## config.mk

```make
export PLATFORM = sky130hd
export DESIGN_NAME = ahb_uart_loader
export DESIGN_NICKNAME = d
export VERILOG_FILES = /design/src/rtl/loader_pkg.sv /design/src/rtl/loader_uart_rx.sv /design/src/rtl/ahb_uart_loader.sv
export SDC_FILE = /design/constraint.sdc
export NUM_CORES = 1
export LEC_CHECK = 0
export ABC_AREA = 0
export CORE_MARGIN = 8
export CORE_UTILIZATION = 30
export DETAILED_ROUTE_END_ITERATION = 10
export PLACE_DENSITY = 0.5
export SLEW_MARGIN = 20
export SYNTH_ARGS = -nofsm -noshare
export SYNTH_HDL_FRONTEND = slang
export SYNTH_SLANG_ARGS = --single-unit
```

## constraint.sdc

```tcl
create_clock -name HCLK -period 5 [get_ports HCLK]
set_input_delay 0.75 -clock HCLK [delete_from_list [all_inputs] [get_ports HCLK]]
set_output_delay 0.75 -clock HCLK [all_outputs]
set_load 0.02 [all_outputs]
```

## src/rtl/loader_pkg.sv

```systemverilog
// Shared constants and state types for the UART boot loader.
// LOADER_CHECKSUM_EN adds the CSUM frame state.
package loader_pkg;

  localparam logic [7:0] CMD_WRITE   = 8'hA5;
  localparam logic [7:0] CMD_RELEASE = 8'h5A;
  localparam logic [7:0] CMD_HOLD    = 8'hC3;
  localparam logic [7:0] CMD_CLRERR  = 8'hE1;

  localparam logic [1:0] HTRANS_IDLE   = 2'b00;
  localparam logic [1:0] HTRANS_NONSEQ = 2'b10;
  localparam logic [2:0] HSIZE_WORD    = 3'b010;

  typedef enum logic [2:0] {
    ST_IDLE  = 3'd0,
    ST_ADDR  = 3'd1,
    ST_DATA  = 3'd2,
`ifdef LOADER_CHECKSUM_EN
    ST_CSUM  = 3'd3,
`endif
    ST_AHB_A = 3'd4,
    ST_AHB_D = 3'd5
  } frame_state_e;

  typedef enum logic [1:0] {
    RX_IDLE  = 2'd0,
    RX_START = 2'd1,
    RX_DATA  = 2'd2,
    RX_STOP  = 2'd3
  } rx_state_e;

  // Running frame checksum: XOR of every address/data byte.
  function automatic logic [7:0] csum_update(input logic [7:0] acc, input logic [7:0] b);
    return acc ^ b;
  endfunction

endpackage

```

## src/rtl/loader_uart_rx.sv

```systemverilog
// 8N1 UART receiver: 2-flop synchronizer, mid-bit sampling, byte strobe
// and framing-error pulse. Both outputs are single-cycle and registered.
module loader_uart_rx
  import loader_pkg::*;
#(
  parameter int CLKS_PER_BIT = 434
) (
  input  logic       clk_i,
  input  logic       rst_i,
  input  logic       rx_i,
  output logic [7:0] byte_o,
  output logic       strobe_o,
  output logic       frame_err_o
);

  localparam int CNT_W = $clog2(CLKS_PER_BIT + 1);
  localparam logic [CNT_W-1:0] HALF_LAST = CNT_W'(CLKS_PER_BIT / 2 - 1);
  localparam logic [CNT_W-1:0] FULL_LAST = CNT_W'(CLKS_PER_BIT - 1);

  logic            sync1_q, sync2_q, prev_q;
  rx_state_e       state_q, state_d;
  logic [CNT_W-1:0] cnt_q, cnt_d;
  logic [2:0]      bit_q, bit_d;
  logic [7:0]      shift_q, shift_d;
  logic [7:0]      byte_q, byte_d;
  logic            strobe_q, strobe_d;
  logic            ferr_q, ferr_d;

  // Bit timing: wait half a bit to confirm start, then one full bit per sample.
  always_comb begin
    state_d  = state_q;
    cnt_d    = cnt_q;
    bit_d    = bit_q;
    shift_d  = shift_q;
    byte_d   = byte_q;
    strobe_d = 1'b0;
    ferr_d   = 1'b0;
    case (state_q)
      RX_IDLE: begin
        cnt_d = {CNT_W{1'b0}};
        if (prev_q && !sync2_q) begin
          state_d = RX_START;
        end else begin
          state_d = RX_IDLE;
        end
      end
      RX_START: begin
        if (cnt_q == HALF_LAST) begin
          cnt_d = {CNT_W{1'b0}};
          bit_d = 3'd0;
          if (!sync2_q) begin
            state_d = RX_DATA;
          end else begin
            state_d = RX_IDLE;
          end
        end else begin
          cnt_d = cnt_q + CNT_W'(1);
        end
      end
      RX_DATA: begin
        if (cnt_q == FULL_LAST) begin
          cnt_d   = {CNT_W{1'b0}};
          shift_d = {sync2_q, shift_q[7:1]};
          if (bit_q == 3'd7) begin
            state_d = RX_STOP;
          end else begin
            bit_d = bit_q + 3'd1;
          end
        end else begin
          cnt_d = cnt_q + CNT_W'(1);
        end
      end
      RX_STOP: begin
        if (cnt_q == FULL_LAST) begin
          cnt_d   = {CNT_W{1'b0}};
          state_d = RX_IDLE;
          if (sync2_q) begin
            strobe_d = 1'b1;
            byte_d   = shift_q;
          end else begin
            ferr_d = 1'b1;
          end
        end else begin
          cnt_d = cnt_q + CNT_W'(1);
        end
      end
      default: state_d = RX_IDLE;
    endcase
  end

  always_ff @(posedge clk_i) begin
    if (rst_i) begin
      sync1_q  <= 1'b1;
      sync2_q  <= 1'b1;
      prev_q   <= 1'b1;
      state_q  <= RX_IDLE;
      cnt_q    <= {CNT_W{1'b0}};
      bit_q    <= 3'd0;
      shift_q  <= 8'h00;
      byte_q   <= 8'h00;
      strobe_q <= 1'b0;
      ferr_q   <= 1'b0;
    end else begin
      sync1_q  <= rx_i;
      sync2_q  <= sync1_q;
      prev_q   <= sync2_q;
      state_q  <= state_d;
      cnt_q    <= cnt_d;
      bit_q    <= bit_d;
      shift_q  <= shift_d;
      byte_q   <= byte_d;
      strobe_q <= strobe_d;
      ferr_q   <= ferr_d;
    end
  end

  assign byte_o      = byte_q;
  assign strobe_o    = strobe_q;
  assign frame_err_o = ferr_q;

endmodule

```

## src/rtl/ahb_uart_loader.sv

```systemverilog
// UART boot loader acting as an AHB-Lite write master while holding the CPU in reset.
// Define LOADER_CHECKSUM_EN to require a trailing XOR checksum byte per frame.
module ahb_uart_loader
  import loader_pkg::*;
#(
  parameter int CLKS_PER_BIT = 434,
  parameter int TIMEOUT_CLKS = 500000
) (
  input  logic        HCLK,
  input  logic        HRESET,
  input  logic        rx_i,
  output logic [31:0] HADDR,
  output logic [1:0]  HTRANS,
  output logic        HWRITE,
  output logic [2:0]  HSIZE,
  output logic [31:0] HWDATA,
  input  logic        HREADY,
  output logic        cpu_rst_o,
  output logic        busy_o,
  output logic        err_o,
  output logic [15:0] wr_count_o
);

  localparam int TO_W = $clog2(TIMEOUT_CLKS + 1);
  localparam logic [TO_W-1:0] TO_LAST = TO_W'(TIMEOUT_CLKS - 1);

  logic [7:0]   rx_byte_s;
  logic         rx_strobe_s, rx_ferr_s;
  logic         buf_valid_q, buf_valid_d;
  logic [7:0]   buf_data_q, buf_data_d;
  logic         consume_s, ovr_s, in_frame_s, timeout_s;
  logic         fsm_err_s, err_clr_s;
  frame_state_e state_q, state_d;
  logic [1:0]   idx_q, idx_d;
  logic [31:0]  addr_q, addr_d, data_q, data_d;
`ifdef LOADER_CHECKSUM_EN
  logic [7:0]   csum_q, csum_d;
`endif
  logic [TO_W-1:0] to_cnt_q, to_cnt_d;
  logic [31:0]  haddr_q, haddr_d, hwdata_q, hwdata_d;
  logic [1:0]   htrans_q, htrans_d;
  logic         hwrite_q, hwrite_d, cpu_rst_q, cpu_rst_d;
  logic         err_q, err_d, busy_q, busy_d;
  logic [15:0]  wr_cnt_q, wr_cnt_d;

  loader_uart_rx #(.CLKS_PER_BIT(CLKS_PER_BIT)) u_rx (
    .clk_i       (HCLK),
    .rst_i       (HRESET),
    .rx_i        (rx_i),
    .byte_o      (rx_byte_s),
    .strobe_o    (rx_strobe_s),
    .frame_err_o (rx_ferr_s)
  );

  // The buffer is drained in every state except the two AHB phases.
  assign consume_s = buf_valid_q && (state_q != ST_AHB_A) && (state_q != ST_AHB_D);

  // One-entry byte buffer; a strobe that finds it full and not draining is an overrun.
  always_comb begin
    buf_valid_d = buf_valid_q;
    buf_data_d  = buf_data_q;
    ovr_s       = 1'b0;
    if (rx_strobe_s) begin
      if (buf_valid_q && !consume_s) begin
        ovr_s = 1'b1;
      end else begin
        buf_valid_d = 1'b1;
        buf_data_d  = rx_byte_s;
      end
    end else if (consume_s) begin
      buf_valid_d = 1'b0;
    end else begin
      buf_valid_d = buf_valid_q;
    end
  end

  // Inter-byte timeout runs only while a frame is being collected.
  always_comb begin
    in_frame_s = (state_q == ST_ADDR) || (state_q == ST_DATA);
`ifdef LOADER_CHECKSUM_EN
    in_frame_s = in_frame_s || (state_q == ST_CSUM);
`endif
    if (!in_frame_s || rx_strobe_s) begin
      to_cnt_d = {TO_W{1'b0}};
    end else begin
      to_cnt_d = to_cnt_q + TO_W'(1);
    end
    timeout_s = in_frame_s && (to_cnt_q == TO_LAST);
  end

  // Frame FSM: command decode, little-endian word assembly, AHB address/data phases.
  always_comb begin
    state_d   = state_q;
    idx_d     = idx_q;
    addr_d    = addr_q;
    data_d    = data_q;
    cpu_rst_d = cpu_rst_q;
    wr_cnt_d  = wr_cnt_q;
    fsm_err_s = 1'b0;
    err_clr_s = 1'b0;
`ifdef LOADER_CHECKSUM_EN
    csum_d    = csum_q;
`endif
    case (state_q)
      ST_IDLE: begin
        if (consume_s) begin
          case (buf_data_q)
            CMD_WRITE: begin
              state_d = ST_ADDR;
              idx_d   = 2'd0;
`ifdef LOADER_CHECKSUM_EN
              csum_d  = 8'h00;
`endif
            end
            CMD_RELEASE: cpu_rst_d = 1'b0;
            CMD_HOLD:    cpu_rst_d = 1'b1;
            CMD_CLRERR:  err_clr_s = 1'b1;
            default:     state_d   = ST_IDLE;
          endcase
        end else begin
          state_d = ST_IDLE;
        end
      end
      ST_ADDR: begin
        if (consume_s) begin
          addr_d[{idx_q, 3'b000} +: 8] = buf_data_q;
          idx_d = idx_q + 2'd1;
`ifdef LOADER_CHECKSUM_EN
          csum_d = csum_update(csum_q, buf_data_q);
`endif
          if (idx_q == 2'd3) begin
            state_d = ST_DATA;
          end else begin
            state_d = ST_ADDR;
          end
        end else if (timeout_s) begin
          state_d   = ST_IDLE;
          fsm_err_s = 1'b1;
        end else begin
          state_d = ST_ADDR;
        end
      end
      ST_DATA: begin
        if (consume_s) begin
          data_d[{idx_q, 3'b000} +: 8] = buf_data_q;
          idx_d = idx_q + 2'd1;
`ifdef LOADER_CHECKSUM_EN
          csum_d = csum_update(csum_q, buf_data_q);
          if (idx_q == 2'd3) begin
            state_d = ST_CSUM;
          end else begin
            state_d = ST_DATA;
          end
`else
          if (idx_q != 2'd3) begin
            state_d = ST_DATA;
          end else if (cpu_rst_q) begin
            state_d = ST_AHB_A;
          end else begin
            state_d   = ST_IDLE;
            fsm_err_s = 1'b1;
          end
`endif
        end else if (timeout_s) begin
          state_d   = ST_IDLE;
          fsm_err_s = 1'b1;
        end else begin
          state_d = ST_DATA;
        end
      end
`ifdef LOADER_CHECKSUM_EN
      ST_CSUM: begin
        if (consume_s) begin
          if ((buf_data_q == csum_q) && cpu_rst_q) begin
            state_d = ST_AHB_A;
          end else begin
            state_d   = ST_IDLE;
            fsm_err_s = 1'b1;
          end
        end else if (timeout_s) begin
          state_d   = ST_IDLE;
          fsm_err_s = 1'b1;
        end else begin
          state_d = ST_CSUM;
        end
      end
`endif
      ST_AHB_A: begin
        if (HREADY) begin
          state_d = ST_AHB_D;
        end else begin
          state_d = ST_AHB_A;
        end
      end
      ST_AHB_D: begin
        if (HREADY) begin
          state_d  = ST_IDLE;
          wr_cnt_d = wr_cnt_q + 16'd1;
        end else begin
          state_d = ST_AHB_D;
        end
      end
      default: state_d = ST_IDLE;
    endcase
  end

  // Bus outputs are registered from the next state; address/data latch on phase entry.
  always_comb begin
    htrans_d = (state_d == ST_AHB_A) ? HTRANS_NONSEQ : HTRANS_IDLE;
    hwrite_d = (state_d == ST_AHB_A);
    busy_d   = (state_d != ST_IDLE);
    if ((state_d == ST_AHB_A) && (state_q != ST_AHB_A)) begin
      haddr_d = addr_q & 32'hFFFF_FFFC;
    end else begin
      haddr_d = haddr_q;
    end
    if ((state_d == ST_AHB_D) && (state_q == ST_AHB_A)) begin
      hwdata_d = data_q;
    end else begin
      hwdata_d = hwdata_q;
    end
    if (ovr_s || rx_ferr_s || fsm_err_s) begin
      err_d = 1'b1;
    end else if (err_clr_s) begin
      err_d = 1'b0;
    end else begin
      err_d = err_q;
    end
  end

  always_ff @(posedge HCLK) begin
    if (HRESET) begin
      buf_valid_q <= 1'b0;
      buf_data_q  <= 8'h00;
      state_q     <= ST_IDLE;
      idx_q       <= 2'd0;
      addr_q      <= 32'h0000_0000;
      data_q      <= 32'h0000_0000;
`ifdef LOADER_CHECKSUM_EN
      csum_q      <= 8'h00;
`endif
      to_cnt_q    <= {TO_W{1'b0}};
      haddr_q     <= 32'h0000_0000;
      hwdata_q    <= 32'h0000_0000;
      htrans_q    <= HTRANS_IDLE;
      hwrite_q    <= 1'b0;
      cpu_rst_q   <= 1'b1;
      err_q       <= 1'b0;
      busy_q      <= 1'b0;
      wr_cnt_q    <= 16'h0000;
    end else begin
      buf_valid_q <= buf_valid_d;
      buf_data_q  <= buf_data_d;
      state_q     <= state_d;
      idx_q       <= idx_d;
      addr_q      <= addr_d;
      data_q      <= data_d;
`ifdef LOADER_CHECKSUM_EN
      csum_q      <= csum_d;
`endif
      to_cnt_q    <= to_cnt_d;
      haddr_q     <= haddr_d;
      hwdata_q    <= hwdata_d;
      htrans_q    <= htrans_d;
      hwrite_q    <= hwrite_d;
      cpu_rst_q   <= cpu_rst_d;
      err_q       <= err_d;
      busy_q      <= busy_d;
      wr_cnt_q    <= wr_cnt_d;
    end
  end

  assign HADDR      = haddr_q;
  assign HTRANS     = htrans_q;
  assign HWRITE     = hwrite_q;
  assign HSIZE      = HSIZE_WORD;
  assign HWDATA     = hwdata_q;
  assign cpu_rst_o  = cpu_rst_q;
  assign busy_o     = busy_q;
  assign err_o      = err_q;
  assign wr_count_o = wr_cnt_q;

endmodule

```

==> reports/qor.log <==
[outcome] status finished, final reports clean
[sta] timing-limited maximum frequency 0.4133 GHz
[run] max-cap violations 0
[sta] RSZ-0062 raised after global routing false
[route] average wire length per cell after detail routing 14.26 µm
[floorplanning] Die Span X 183.7 µm
[setup_path] critical path launch point type register
[floorplanning] core footprint 27710 µm²
[floorplanning] I/O pin cnt 93
[sta] number of endpoints with negative hold slack in the final report 0
[synth] top-count cell post-synth sky130_fd_sc_hd__nand2_1
[global_routing] pin count of the biggest net entering global routing 101
[power_and_ir_drop] Leakage Power 0.003320 µW
[synth] Post-Synthesis Cell Area 8437 µm²
[setup_path] Data required, critical path 4250 ps
[clock_network] TritonCTS clock tree built
[sta] slew at the pin closest to its max-slew limit 946.8 ps
[setup_path] delay of the slowest cell on the worst path 690 ps
[place] estimated wirelength of the detail-placed design 13430 µm
[route] total via count in the routed design 6841
[synth] most area-hungry cell type in the Yosys netlist sky130_fd_sc_hd__dfxtp_1
[synth] Syn Inst Count 1014
[global_routing] remaining global-route overflow 0
[synth] Synth warnings 0
[floorplanning] DIE AREA 33750 µm²
[setup_path] arrival time worst endpoint 1670 ps
[clock_network] largest buffer count on any clock path 3
[place] IO Port Bufs 86
[min_path] Hold Crit Class reg -> reg
[sta] worst slack on hold paths 406.8 ps
[sta] Worst slew margin 0.3688
[synth] most used flip-flop cell after synthesis sky130_fd_sc_hd__dfxtp_1
[clock_network] Clock transition at path regs 60 ps
[clock_network] Hold-fix buffers, CTS 0
[clock_network] total number of H-tree levels 1
[setup_path] highest net fanout along the worst path 5
[synth] number of synthesized flops with an enable pin 0
[global_routing] vias in the first global route 6465
[synth] leading cell types by total area after synthesis sky130_fd_sc_hd__dfxtp_1, sky130_fd_sc_hd__nand2_1, sky130_fd_sc_hd__a21oi_1
[synth] flop and latch count out of synthesis 212
[clock_network] total clock buffers created by CTS 25
[route] drt via density 4.692
[synth] Synth top area share 0.5030
[setup_path] Worst Path Class, Setup reg -> out
[setup_path] CP max stage cell sky130_fd_sc_hd__clkdlybuf4s50_1
[synth] leading post-synthesis cells by instance count sky130_fd_sc_hd__nand2_1, sky130_fd_sc_hd__dfxtp_1, sky130_fd_sc_hd__a21oi_1
[global_routing] wire length of the first global-routing pass 33670 µm
[cells_and_area] n_diodes 0
[sta] accumulated negative setup slack 0 ps
[clock_network] clock sinks 212
[setup_path] endpoint type of the worst setup path output pin
[synth] part of the Yosys area used for sequential elements 0.5030
[setup_path] family with the most delay on the worst path buffers and inverters
[cells_and_area] filler instances 2940
[cells_and_area] post-layout net count 1079
[floorplanning] Die Y-Extent 183.7 µm
[clock_network] clock latency of the later-clocked register in the worst-skew pair 530 ps
[route] Detailed Route Iter0 Violations 493
[cells_and_area] area grow syn2layout 23.36%
[route] DRC violation count after routing 0
[global_routing] antenna violations before repair 0
[sta] Period Utilization, post-route 0.4839
[power_and_ir_drop] power density relative to cell area 348.0 nW/µm²
[cells_and_area] fraction of layout cells with a size suffix above 1 0.06019
[global_routing] total track usage 0.1183
[setup_path] cell chain of the critical path clkdlybuf4s50_1
[power_and_ir_drop] Max rail drop VDD 0.2675 mV
[floorplanning] starting density of the core 0.3045
[cells_and_area] multi-input gate area in the final layout 3847 µm²
[place] routability-driven placement congestion ratio 0.7650
[clock_network] cells resized by post-CTS repair 0
[synth] post-synthesis async set-or-reset flop share 0
[clock_network] post-CTS setup buffer count 0
[setup_path] buffers plus inverters on the worst setup path 1
[cells_and_area] Sequential cell area 4244 µm²
[clock_network] root buffer cell sky130_fd_sc_hd__clkbuf_16
[route] routed wire length 20780 µm
[sta] time the final worst path needs with I/O delays and setup 2419 ps
[route] Routed Antenna Nets 0
[route] number of detailed-route iterations in the first pass 5
[floorplanning] Placement Rows 61
[sta] skew final 18.50 ps
[synth] mean instance size in the synthesized netlist 8.320 µm²
[synth] count of distinct cell types in the synthesized netlist 52
[sta] final setup violation count 0
[sta] Final Max Tran Viols 0
## cell type report
type | instances | area share
Sequential cell | 212 | 0.4078
Multi-Input combinational cell | 719 | 0.3697
Inverter | 10 | 0.003607
Timing Repair Buffer | 95 | 0.08932
Clock buffer | 34 | 0.07009
Clock inverter | 10 | 0.01407
Tap cell | 378 | 0.04544
## metal layers
metal | up-vias | track usage | wire length [µm]
li1 | 3552 | - | -
met1 | 3114 | 0.1603 | 9920
met2 | 137 | 0.1855 | 9214
met3 | 38 | 0.02609 | 1123
met4 | 0 | 0.03550 | 527
met5 | - | 0 | 0
## worst register-to-register path: stages, from the launching register on
cell and delay [ps]:
sky130_fd_sc_hd__dfxtp_1 630, sky130_fd_sc_hd__xnor2_1 180, sky130_fd_sc_hd__or4_1 740, sky130_fd_sc_hd__or4_1 590
sky130_fd_sc_hd__nand2_1 70
## registers in the layout (all words and copies together), names as in the netlist, 2 cells and up, named ones only
| name | cells |
|---|---|
| u_rx.bit_q | 3 |
| u_rx.cnt_q | 9 |
| state_q | 3 |
| wr_count_o | 16 |
| HWDATA | 32 |
| buf_data_q | 8 |
| to_cnt_q | 19 |
| idx_q | 2 |
| HADDR | 30 |
| addr_q | 30 |
| u_rx.byte_o | 8 |
| data_q | 32 |
| u_rx.shift_q | 8 |
## placed cells by master (no fill, tap or decap), types with 5 or more instances in the layout
| cell type | n |
|---|---|
| sky130_fd_sc_hd__or3_1 | 6 |
| sky130_fd_sc_hd__and3_1 | 9 |
| sky130_fd_sc_hd__nand4_1 | 15 |
| sky130_fd_sc_hd__nor2b_1 | 8 |
| sky130_fd_sc_hd__ha_1 | 12 |
| sky130_fd_sc_hd__clkdlybuf4s50_1 | 85 |
| sky130_fd_sc_hd__nand2_1 | 219 |
| sky130_fd_sc_hd__dfxtp_1 | 212 |
| sky130_fd_sc_hd__nor2_1 | 55 |
| sky130_fd_sc_hd__buf_4 | 9 |
| sky130_fd_sc_hd__and4_1 | 6 |
| sky130_fd_sc_hd__clkbuf_8 | 7 |
| sky130_fd_sc_hd__inv_1 | 10 |
| sky130_fd_sc_hd__mux2i_1 | 17 |
| sky130_fd_sc_hd__nand3_1 | 95 |
| sky130_fd_sc_hd__or4_1 | 6 |
| sky130_fd_sc_hd__nor3_1 | 5 |
| sky130_fd_sc_hd__o21ai_0 | 10 |
| sky130_fd_sc_hd__conb_1 | 6 |
| sky130_fd_sc_hd__xnor2_1 | 5 |
| sky130_fd_sc_hd__and2_1 | 10 |
| sky130_fd_sc_hd__xor2_1 | 24 |
| sky130_fd_sc_hd__clkbuf_16 | 25 |
| sky130_fd_sc_hd__a21oi_1 | 151 |
## logic make-up (layout without fill, tap and decap cells)
logic type	Yosys count	in the layout	share of synthesized area
compound gates	179	179	0.1120
fa+ha+maj	12	12	0.01780
flops	212	212	0.5030
buf+inv	87	149	0.04449
xor+xnor	29	29	0.03010
other cells	2	6	0.0008901
simple gates	473	473	0.2675
mux	20	20	0.02417
## final timing paths
kind / endpoint / slack (ps) / from / cells after the start
min reg2reg: u_rx.sync2_q / 410 / u_rx.sync1_q / 1
max: cpu_rst_o / 2580 / cpu_rst_o / 1
min: u_rx.sync2_q / 410 / u_rx.sync1_q / 1
max reg2reg: to_cnt_q[18] / 2730 / state_q[0] / 4
## power by group
part,internal [µW],total (µW),switching [µW]
logic,5.79,36.9,31.1
clock network,1180,1890,714
registers,1690,1690,2.16
total,2880,3620,747
## metrics by stage
stage | power (µW) | worst slack (ps) | area [µm²] | std cells | util
2_1_floorplan | 1762 | 2869 | 8452 | 1018 | -
3_3_place_gp | 1768 | 2113 | 9523 | 1414 | 0.3437
3_5_place_dp | 1768 | 2072 | 9525 | 1414 | 0.3438
4_1_cts | 3685 | 2486 | 10400 | 1458 | 0.3754
5_1_grt | 3758 | 2408 | 10410 | 1458 | 0.3756
6_report | 3622 | 2581 | 10410 | 1458 | 0.3756
Power figures use the tool's default switching activity.
